**src/rtl/counter_pkg.sv**
```systemverilog
// Shared definitions for the counter family.
//   DIR_UP / DIR_DOWN : encoding of the up_dn direction input
//   terminal_value()  : count value at which a counter of the given modulus
//                       wraps when moving in the given direction
package counter_pkg;

  localparam logic DIR_UP   = 1'b1;
  localparam logic DIR_DOWN = 1'b0;

  // Last value before wrap: MODULUS-1 when counting up, 0 when counting down.
  function automatic int unsigned terminal_value(input logic dir, input int unsigned modulus);
    return (dir == DIR_UP) ? (modulus - 32'd1) : 32'd0;
  endfunction

endpackage

```
**src/rtl/mod_n_step.sv**
```systemverilog
// Combinational single-step of a modulo-N up/down counter.
//   count   : current count (0..MODULUS-1)
//   up_dn   : direction, DIR_UP / DIR_DOWN
//   next_c  : count after one step in the given direction
//   wraps_c : the step crosses the terminal value and wraps around
module mod_n_step
  import counter_pkg::*;
#(
  parameter int unsigned WIDTH   = 4,
  parameter int unsigned MODULUS = 12
) (
  input  logic [WIDTH-1:0] count,
  input  logic             up_dn,
  output logic [WIDTH-1:0] next_c,
  output logic             wraps_c
);

  localparam logic [WIDTH-1:0] TERM_UP = WIDTH'(terminal_value(DIR_UP, MODULUS));
  localparam logic [WIDTH-1:0] TERM_DN = WIDTH'(terminal_value(DIR_DOWN, MODULUS));

  // Wrap is detected by compare so MODULUS = 2**WIDTH never relies on overflow.
  always_comb begin
    next_c  = count;
    wraps_c = 1'b0;
    if (up_dn == DIR_UP) begin
      wraps_c = (count == TERM_UP);
      next_c  = wraps_c ? TERM_DN : count + WIDTH'(1);
    end else begin
      wraps_c = (count == TERM_DN);
      next_c  = wraps_c ? TERM_UP : count - WIDTH'(1);
    end
  end

endmodule

```
**src/rtl/mod_n_updown_counter.sv**
```systemverilog
// Parametrised modulo-N up/down counter with load, clear and terminal count.
//   clk      : rising-edge clock
//   rst      : asynchronous reset, active-low
//   din      : parallel load value
//   load     : synchronous load (out-of-range value clamps or is rejected)
//   clr      : synchronous clear, highest priority
//   en       : count enable
//   up_dn    : direction, 1 = up, 0 = down
//   count    : current count, registered
//   tc       : terminal count, combinational, for cascading into next en
//   wrap     : registered one-cycle pulse when count wraps around
//   load_err : registered one-cycle pulse on an out-of-range load
module mod_n_updown_counter
  import counter_pkg::*;
#(
  parameter int unsigned WIDTH      = 4,
  parameter int unsigned MODULUS    = 12,
  parameter bit          LOAD_CLAMP = 1'b1
) (
  input  logic             clk,
  input  logic             rst,
  input  logic [WIDTH-1:0] din,
  input  logic             load,
  input  logic             clr,
  input  logic             en,
  input  logic             up_dn,
  output logic [WIDTH-1:0] count,
  output logic             tc,
  output logic             wrap,
  output logic             load_err
);

  localparam bit [63:0]        MAX_MOD = 64'(1) << WIDTH;
  localparam bit [63:0]        MOD_64  = 64'(MODULUS);
  localparam logic [WIDTH:0]   MOD_EXT = (WIDTH+1)'(MODULUS);
  localparam logic [WIDTH-1:0] TERM_UP = WIDTH'(terminal_value(DIR_UP, MODULUS));
  localparam logic [WIDTH-1:0] TERM_DN = WIDTH'(terminal_value(DIR_DOWN, MODULUS));

  // Reject moduli that cannot be represented or make no sense.
  if (MOD_64 < 64'd2 || MOD_64 > MAX_MOD) begin : g_bad_modulus
    $error("mod_n_updown_counter: MODULUS must satisfy 2 <= MODULUS <= 2**WIDTH");
  end

  logic [WIDTH-1:0] count_q, count_d;
  logic             wrap_q, wrap_d;
  logic             load_err_q, load_err_d;
  logic [WIDTH-1:0] step_next_c;
  logic             step_wraps_c;
  logic             din_ok_c;

  mod_n_step #(
    .WIDTH  (WIDTH),
    .MODULUS(MODULUS)
  ) u_step (
    .count  (count_q),
    .up_dn  (up_dn),
    .next_c (step_next_c),
    .wraps_c(step_wraps_c)
  );

  assign din_ok_c = ({1'b0, din} < MOD_EXT);

  // Next-state selection: clr > load > en > hold.
  always_comb begin
    count_d    = count_q;
    wrap_d     = 1'b0;
    load_err_d = 1'b0;
    if (clr) begin
      count_d = '0;
    end else if (load) begin
      if (din_ok_c) begin
        count_d = din;
      end else begin
        load_err_d = 1'b1;
        if (LOAD_CLAMP) count_d = TERM_UP;
      end
    end else if (en) begin
      count_d = step_next_c;
      wrap_d  = step_wraps_c;
    end
  end

  // State registers.
  always_ff @(posedge clk or negedge rst) begin
    if (!rst) begin
      count_q    <= '0;
      wrap_q     <= 1'b0;
      load_err_q <= 1'b0;
    end else begin
      count_q    <= count_d;
      wrap_q     <= wrap_d;
      load_err_q <= load_err_d;
    end
  end

  assign count    = count_q;
  assign wrap     = wrap_q;
  assign load_err = load_err_q;

  // Unqualified by clr/load; the downstream stage decides how to use it.
  assign tc = en & (((up_dn == DIR_UP) & (count_q == TERM_UP)) |
                    ((up_dn == DIR_DOWN) & (count_q == TERM_DN)));

endmodule

```
**config.mk**
```make
export PLATFORM = sky130hd
export DESIGN_NAME = mod_n_updown_counter
export DESIGN_NICKNAME = d
export VERILOG_FILES = /design/src/rtl/counter_pkg.sv /design/src/rtl/mod_n_step.sv /design/src/rtl/mod_n_updown_counter.sv
export SDC_FILE = /design/constraint.sdc
export NUM_CORES = 1
export LEC_CHECK = 0
export BUFFER_PORTS_ARGS = -buffer_cell sky130_fd_sc_hd__clkbuf_2
export CORE_ASPECT_RATIO = 1.2
export CORE_MARGIN = 2
export CORE_UTILIZATION = 30
export DETAILED_ROUTE_END_ITERATION = 10
export PLACE_DENSITY = 0.52
export SYNTH_ARGS = -nofsm -noshare
export SYNTH_HDL_FRONTEND = slang
export SYNTH_HIERARCHICAL = 1
export SYNTH_SLANG_ARGS = --single-unit
```
**constraint.sdc**
```tcl
create_clock -name clk -period 2.7 [get_ports clk]
set_input_delay 0.135 -clock clk [delete_from_list [all_inputs] [get_ports clk]]
set_output_delay 0.135 -clock clk [all_outputs]
set_load 0.02 [all_outputs]
```
# --- Word-level counts from Yosys, hierarchy flattened ---
# Index checks and enable logic that the tools add are counted.
word_totals:
  ff_bits: 6
  inputBits: 10
  elab_cells: 28
op_classes:
  n_mux: 14
  eq_ne: 1
  magnitude_cmp: 1
  bitwise_logic: 5
  n_reduce_logical: 2
  add_sub_neg: 2
op_table:
  columns: ["operator", "n"]
  rows:
  - ["4-bit two-way mux", 7]
  - ["1-bit two-way mux", 7]
  - ["4-bit by 1-bit adder with 4-bit output, second input constant", 1]
  - ["4-bit == test, second input constant", 1]
  - ["4-bit zero test", 1]
  - ["4-bit < comparator, second input constant", 1]
  - ["4-bit by 1-bit subtractor with 4-bit output, second input constant", 1]
  - ["1-bit bitwise AND", 3]
  - ["3-bit nonzero test", 1]
  - ["1-bit inverter", 1]
  - ["1-bit OR", 1]

# --- Depth between registers and ports, before layout ---
# Gate-level depths: netlist of the first run.
logic_depth:
  ltp_word: 6
  depth_mapped: 7

# --- Modules after synthesis ---
# The synthesis of the first run kept the hierarchy.
by_module_without_submodules:
  columns: ["mod", "seq_area_each_um2", "area_each_um2", "cells_per_inst", "n_inst"]
  rows:
  - ["mod_n_updown_counter", 150.1, 310.3, 31, 1]
  - ["mod_n_step", 0.0, 182.7, 26, 1]

# --- Least setup slack after synthesis of the first run ---
# OpenSTA, ideal clock, no wires.
synth_timing:
  kind: "flip-flop to flip-flop"
  startpoint: "register count_q[0] (netlist: count[0])"
  endpoint: "register count_q[3] (netlist: count[3])"
  required_time_ps: 2582
  setup_slack_ps: 970
  arrival_time_ps: 1612
  path_stages_with_launch: 8
  path_cell_list: "dfrtp_1 inv_1 ha_1 o311a_1 a2bb2oi_1 mux2i_1 o21ai_0 nor2b_1"
synth_between:
  elab_chain_cells: 6
  word_cells_on_any_way: 10
synth_lines:
  columns: ["item", "line", "rtl"]
  rows:
  - ["from (decl)", "mod_n_updown_counter.sv:44", "logic [WIDTH-1:0] count_q, count_d;"]
  - ["from (signal assigned)", "mod_n_updown_counter.sv:90", "count_q <= count_d;"]
  - ["4-bit by 1-bit subtractor with 4-bit output, or another cell as far along", "mod_n_step.sv:30", "next_c = wraps_c ? TERM_UP : count - WIDTH'(1);"]
  - ["4-bit two-way mux, on equally long branches", "mod_n_step.sv:30, mod_n_step.sv:27", null]
  - ["4-bit two-way mux (*)", "mod_n_step.sv:25", "if (up_dn == DIR_UP) begin"]
  - ["via step_next_c[3]", "mod_n_updown_counter.sv:47", "logic [WIDTH-1:0] step_next_c;"]
  - ["4-bit two-way mux (*)", "mod_n_updown_counter.sv:77", "end else if (en) begin"]
  - ["4-bit two-way mux (*)", "mod_n_updown_counter.sv:70", "end else if (load) begin"]
  - ["4-bit two-way mux (*)", "mod_n_updown_counter.sv:68", "if (clr) begin"]
# The timed path passes the listed nets; every way through them passes the cells marked *. The select of a mux whose other input is x is not followed.
# A chain may end at the register's enable or synchronous reset.

# --- Worst setup path in the final report of the first run ---
layout_timing:
  startpoint: "register count_q[2] (netlist: count[2])"
  endpoint: "register count_q[3] (netlist: count[3])"
# The elaborated chain is that of the path after synthesis.

==> results of run 1 <==
cell usage after synthesis (2+ instances only):
cell / instances
nor2b_1: 3
nand2_1: 3
a211oi_1: 6
nand3_1: 2
a21oi_1: 4
o21ai_0: 4
dfrtp_1: 6
inv_1: 3
nand2b_1: 3
ha_1: 2
kinds of logic after synthesis:
family	Yosys count	share of synthesized area, %
flip-flops	6	30.5
XOR/XNOR	1	1.78
AND/OR/NAND/NOR	21	27.4
buffers and inverters	5	4.06
AO/OA/AOI/OAI	20	26.9
multiplexers	2	4.31
adder cells (fa/ha/maj)	2	5.08
repair_timing:
action / 4_1_cts / 5_1_grt
hold buffers: 1 / 0
resized for setup: 0 / 0
hold endpoints to repair: 6 / 0
endpoints found under the setup margin: 0 / 0
metrics by stage:
stage	total power [uW]	std cells	hold slack [ps]
2_1_floorplan	158	57	-161
3_3_place_gp	185	89	-37.1
3_5_place_dp	184	89	-36.5
4_1_cts	267	93	137
5_1_grt	287	93	150
6_report	263	93	138
flip-flops by register name, indices dropped and copies added, names as in the netlist:
register / cells
count: 4
wrap: 1
load_err: 1
power breakdown:
part | switching (uW) | total, uW | leakage [uW] | internal (uW)
Sequential | 12.7 | 108 | 0.0000794 | 95.5
Clock | 29.0 | 79.0 | 0.0000138 | 50.0
Combinational | 39.2 | 75.8 | 0.000192 | 36.6
per-layer routing:
| layer | share of wire [%] | routed length, um | track usage, % |
|---|---|---|---|
| met5 | 0 | 0 | 0 |
| met4 | 0 | 0 | 5.00 |
| met3 | 6.1 | 65 | 4.13 |
| met2 | 48 | 507 | 18.8 |
| met1 | 46 | 494 | 16.5 |
cell type report:
class | count | area, um2 | area share [%]
Tap cell | 18 | 22.5 | 3.64
Multi-Input combinational cell | 46 | 323 | 52.1
Clock buffer | 3 | 22.5 | 3.64
Inverter | 3 | 11.3 | 1.82
Timing Repair Buffer | 17 | 90.1 | 14.5
Sequential cell | 6 | 150 | 24.2
path summary, 6_finish.rpt:
path,start,end,slack [ps],depth (start not counted)
min reg2reg,count[2],wrap,870,3
max reg2reg,count[2],count[3],960,6
max,count[2],count[3],960,6
min in group asynchronous,rst,count[0],240,2
min,clr,count[3],140,2
max in group asynchronous,rst,count[1],2310,2
==> results.py, run 1 <==
metrics = {
    "sta": {
        "fin_tns_setup_ps": 0,
        "achievable-frequency_mhz": 576,
        "slew-limit-headroom_pct": 76.8,
        "layout_min_cycle_time_ps": 1740,
        "report.final.hold_viol_count": 0,
        "post_route_worst_setup_slack_ps": 963,
        "max_slew.worst_pin.slew_ps": 348,
        "timing_max_transition_violations_final": 0,
        "fin_worst_skew_ps": 6.89,
        "final_min_period_over_clock_period_pct": 64.3,
        "grt_setup_unrepaired": "no",
        "setup-violations-final": 0,
    },
    "global_route": {
        "first_global_vias": 416,
        "grt_max_degree": 14,
        "grt_usage_pct": 12.7,
        "overflow": 0,
        "grt_pass1_wl_um": 1740,
        "grt_antenna_before_repair": 0,
    },
    "yosys": {
        "synth_edf_count": 0,
        "synth_sequential_area_ratio_pct": 30.5,
        "synth.largest_area_cell": "dfrtp_1",
        "postSynthRegisterBits": 6,
        "synth_top_area_share_pct": 30.5,
        "synth_area_leaders": "dfrtp_1, a211oi_1, ha_1",
        "synthesis.instances": 57,
        "async_flop_share_pct": 100,
        "synthesis.area_per_instance_um2": 8.65,
        "syn_area_um2": 493,
        "synth.lib_cells_used.distinct": 31,
        "synth.net_count": 69,
        "ys.warnings.count": 6,
        "synth_flop_cell": "dfrtp_1",
    },
    "pwr": {
        "powerDensity_nw_per_um2": 425,
        "power.leakage_uw": 0.000285,
        "max-vdd-ir-drop_mv": 0.362,
    },
    "clock_network": {
        "postCtsSetupRepairBufs": 0,
        "tritoncts": "built",
        "cts_max_path_buffers": 2,
        "numCtsBuffers": 3,
        "cts.clk_slew.worst_paths_ps": 50,
        "maximum_level_of_the_cts_h_tree": 1,
        "worstSkewPairLatency_ps": 240,
        "root_buffer_selected_by_cts": "clkbuf_4",
        "tritoncts_num_sinks": 6,
    },
    "floorplan": {
        "fp.dieArea_um2": 1980,
        "start_util_pct": 31.2,
        "design.core.area_um2": 1580,
        "count_of_pins_on_the_block_boundary": 17,
        "placementRows": 16,
        "die_w_um": 41.0,
        "die-height_um": 48.4,
    },
    "layout": {
        "finish.net_count": 89,
        "layout.cell_area.non_filler_um2": 619,
        "share_of_cells_above_drive_strength_1_pct": 29.3,
        "n_fill_cell": 166,
        "layout-area-overhead-vs-synth_pct": 25.6,
        "mostFrequentLayoutCell": "clkbuf_2",
        "layout_common_cells": "clkbuf_2, a211oi_1, dfrtp_1",
        "layout.core_utilization_pct": 39.2,
        "antenna-diode-count": 0,
    },
    "critical_path": {
        "cp_slowest_cell": "or4b_1",
        "start_kind": "flop",
        "cpPeakStageDelay_ps": 560,
        "worst_path_required_time_ps": 2830,
        "worst-path-buf-inv": 0,
        "timing.critical_path.max_delay_family": "simple AND/OR/NAND/NOR gates",
        "arrival_time_worst_endpoint_ps": 1870,
        "path_class": "flop to flop",
        "critical_path_peak_fanout": 12,
        "timing.critical_path.cells": "or4b_1 > o311a_1 > a2bb2oi_1 > mux2i_1 > o21ai_0 > nor2b_1",
        "setup_crit_end_kind": "flop",
    },
    "drt": {
        "drtPass1Iterations": 4,
        "avgViaCountPerCell": 5.19,
        "drtAntennaViolNets": 0,
        "routed_wl_um": 1070,
        "drt_iter0_drc": 11,
        "num_vias": 483,
        "drcViolationCount": 0,
        "wl_per_cell_um": 11.5,
    },
    "job": {
        "maxCapViolCount": 0,
    },
    "placed_design": {
        "finalWeightedCongestion": 0.674,
        "pre_cts_ws_ps": 980,
        "numPortBuffers": 16,
        "post_dp_cell_area_um2": 587,
        "detailed_place_hpwl_um": 794,
    },
    "hold_path": {
        "kind_of_path_behind_the_tightest_hold_check": "input port to flop",
    },
    "run_status": {
        "outcome": "complete, no violations",
    },
}
(Power assumes the default switching activity.)
==> run 2: changes to the inputs <==
Settings changed: PLACE_DENSITY 0.52 to 0.54.
Clock period 2.7 ns to 1.5 ns, I/O delays scaled along.
==> results.py, run 2 (same netlist as run 1, synthesis figures left out) <==
metrics = {
    "clock_network": {
        "root_buffer_selected_by_cts": "clkbuf_4",
        "cts.clk_slew.worst_paths_ps": 40,
        "numCtsBuffers": 3,
        "tritoncts_num_sinks": 6,
        "cts_max_path_buffers": 2,
        "tritoncts": "built",
        "maximum_level_of_the_cts_h_tree": 1,
        "worstSkewPairLatency_ps": 250,
    },
    "hold_path": {
        "kind_of_path_behind_the_tightest_hold_check": "input port to flop",
        "holdPathStages": 2,
    },
    "global_route": {
        "first_global_vias": 528,
        "grt_usage_pct": 16.7,
        "grt_antenna_before_repair": 0,
        "overflow": 0,
        "grt_pass1_wl_um": 2210,
        "grt_max_degree": 11,
    },
    "floorplan": {
        "design.core.area_um2": 1580,
        "fp.dieArea_um2": 1980,
        "placementRows": 16,
        "count_of_pins_on_the_block_boundary": 17,
        "die_w_um": 41.0,
        "start_util_pct": 31.2,
        "die-height_um": 48.4,
    },
    "drt": {
        "num_vias": 577,
        "drt_iter0_drc": 8,
        "drtAntennaViolNets": 0,
        "avgViaCountPerCell": 5.39,
        "drcViolationCount": 0,
        "drtPass1Iterations": 4,
        "routed_wl_um": 1410,
        "wl_per_cell_um": 13.2,
    },
    "run_status": {
        "violations": "setup timing",
        "outcome": "finished, violations left",
    },
    "job": {
        "maxCapViolCount": 0,
    },
    "pwr": {
        "max-vdd-ir-drop_mv": 0.392,
        "powerDensity_nw_per_um2": 709,
        "power.leakage_uw": 0.000366,
    },
    "placed_design": {
        "finalWeightedCongestion": 0.812,
        "numPortBuffers": 16,
        "pre_cts_ws_ps": -210,
        "detailed_place_hpwl_um": 966,
        "post_dp_cell_area_um2": 667,
    },
    "sta": {
        "layout_min_cycle_time_ps": 1730,
        "setup-violations-final": 5,
        "achievable-frequency_mhz": 579,
        "final_min_period_over_clock_period_pct": 115,
        "report.final.hold_viol_count": 0,
        "grt_setup_unrepaired": "yes",
        "timing_max_transition_violations_final": 0,
        "fin_worst_skew_ps": 1.06,
        "slew-limit-headroom_pct": 86.3,
        "post_route_worst_setup_slack_ps": -227,
        "max_slew.worst_pin.slew_ps": 200,
    },
    "critical_path": {
        "arrival_time_worst_endpoint_ps": 1860,
        "timing.critical_path.cells": "or4b_4 > o311a_1 > a2bb2oi_1 > mux2i_1 > o21ai_1 > nor2b_1",
        "critPathLaunch": "count[0]",
        "critPathCapture": "count[3]",
        "timing.critical_path.max_delay_family": "simple AND/OR/NAND/NOR gates",
        "start_kind": "flop",
        "cpPeakStageDelay_ps": 520,
        "worstReg2RegEnd": "count[3]",
        "regToRegSetupSlack_ps": -230,
        "cp_slowest_cell": "or4b_4",
        "setup_crit_end_kind": "flop",
        "worst-path-buf-inv": 0,
        "timing.reg2reg.worst_path_depth": 6,
        "critical_path_peak_fanout": 5,
        "worst_path_required_time_ps": 1630,
        "crit_cells": 6,
        "path_class": "flop to flop",
        "crit-reg2reg-launch": "count[0]",
    },
    "layout": {
        "layout_common_cells": "clkbuf_2, buf_4, a211oi_1",
        "finish.net_count": 103,
        "layout-area-overhead-vs-synth_pct": 62.9,
        "mostFrequentLayoutCell": "clkbuf_2",
        "share_of_cells_above_drive_strength_1_pct": 56.2,
        "layout.cell_area.non_filler_um2": 803,
        "largest_reg_flops": 4,
        "antenna-diode-count": 0,
    },
}
==> run 2: repair_timing <==
item                                   CTS  global route
endpoints found under the hold margin    6             0
resized for setup                        9            12
setup endpoints to repair                4             6
buffers inserted                         4             0
pin swaps                                4             4
hold buffers                             1             0
==> run 2: layout make-up <==
| class | instances | area (um2) |
|---|---|---|
| clock buffers | 3 | 22.5 |
| inverters | 3 | 13.8 |
| multi-input cells | 46 | 377 |
| well taps | 18 | 22.5 |
| repair buffers | 31 | 213 |
| fillers | 156 | 778 |
| flip-flops and latches | 6 | 155 |
==> run 2: worst min path at each step <==
stage,start,endpoint,slack (ps)
after floorplan,rst,count[0],-220
after global placement,rst,load_err,-100
final,clr,count[2],60
after CTS,clr,count[2],60
after global routing,clr,count[2],50
after detailed placement,rst,load_err,-100
==> run 2: metal layers <==
metal	global-route usage (%)	share of wire, %	vias to the layer above
li1	-	-	277
met1	20.5	40	279
met2	25.5	53	16
met3	5.50	4.1	5
met4	6.67	3.0	0
met5	0	0	-
==> run 2: power by group <==
group | internal [uW] | switching (uW) | total, uW
registers | 174 | 14.5 | 188
clock network | 90.5 | 58.8 | 149
logic | 123 | 109 | 232
total | 387 | 183 | 570
==> run 2: stage by stage <==
stage	std cells	setup TNS [ps]	utilization, %	power [uW]	hold slack, ps
finish	107	-592	50.8	570	58.0
global placement	99	-278	42.2	366	-97.1
CTS	107	-655	47.5	538	62.9
detailed placement	99	-280	42.2	365	-96.7
floorplan	57	-189	-	287	-221
global route	107	-921	50.8	609	51.9
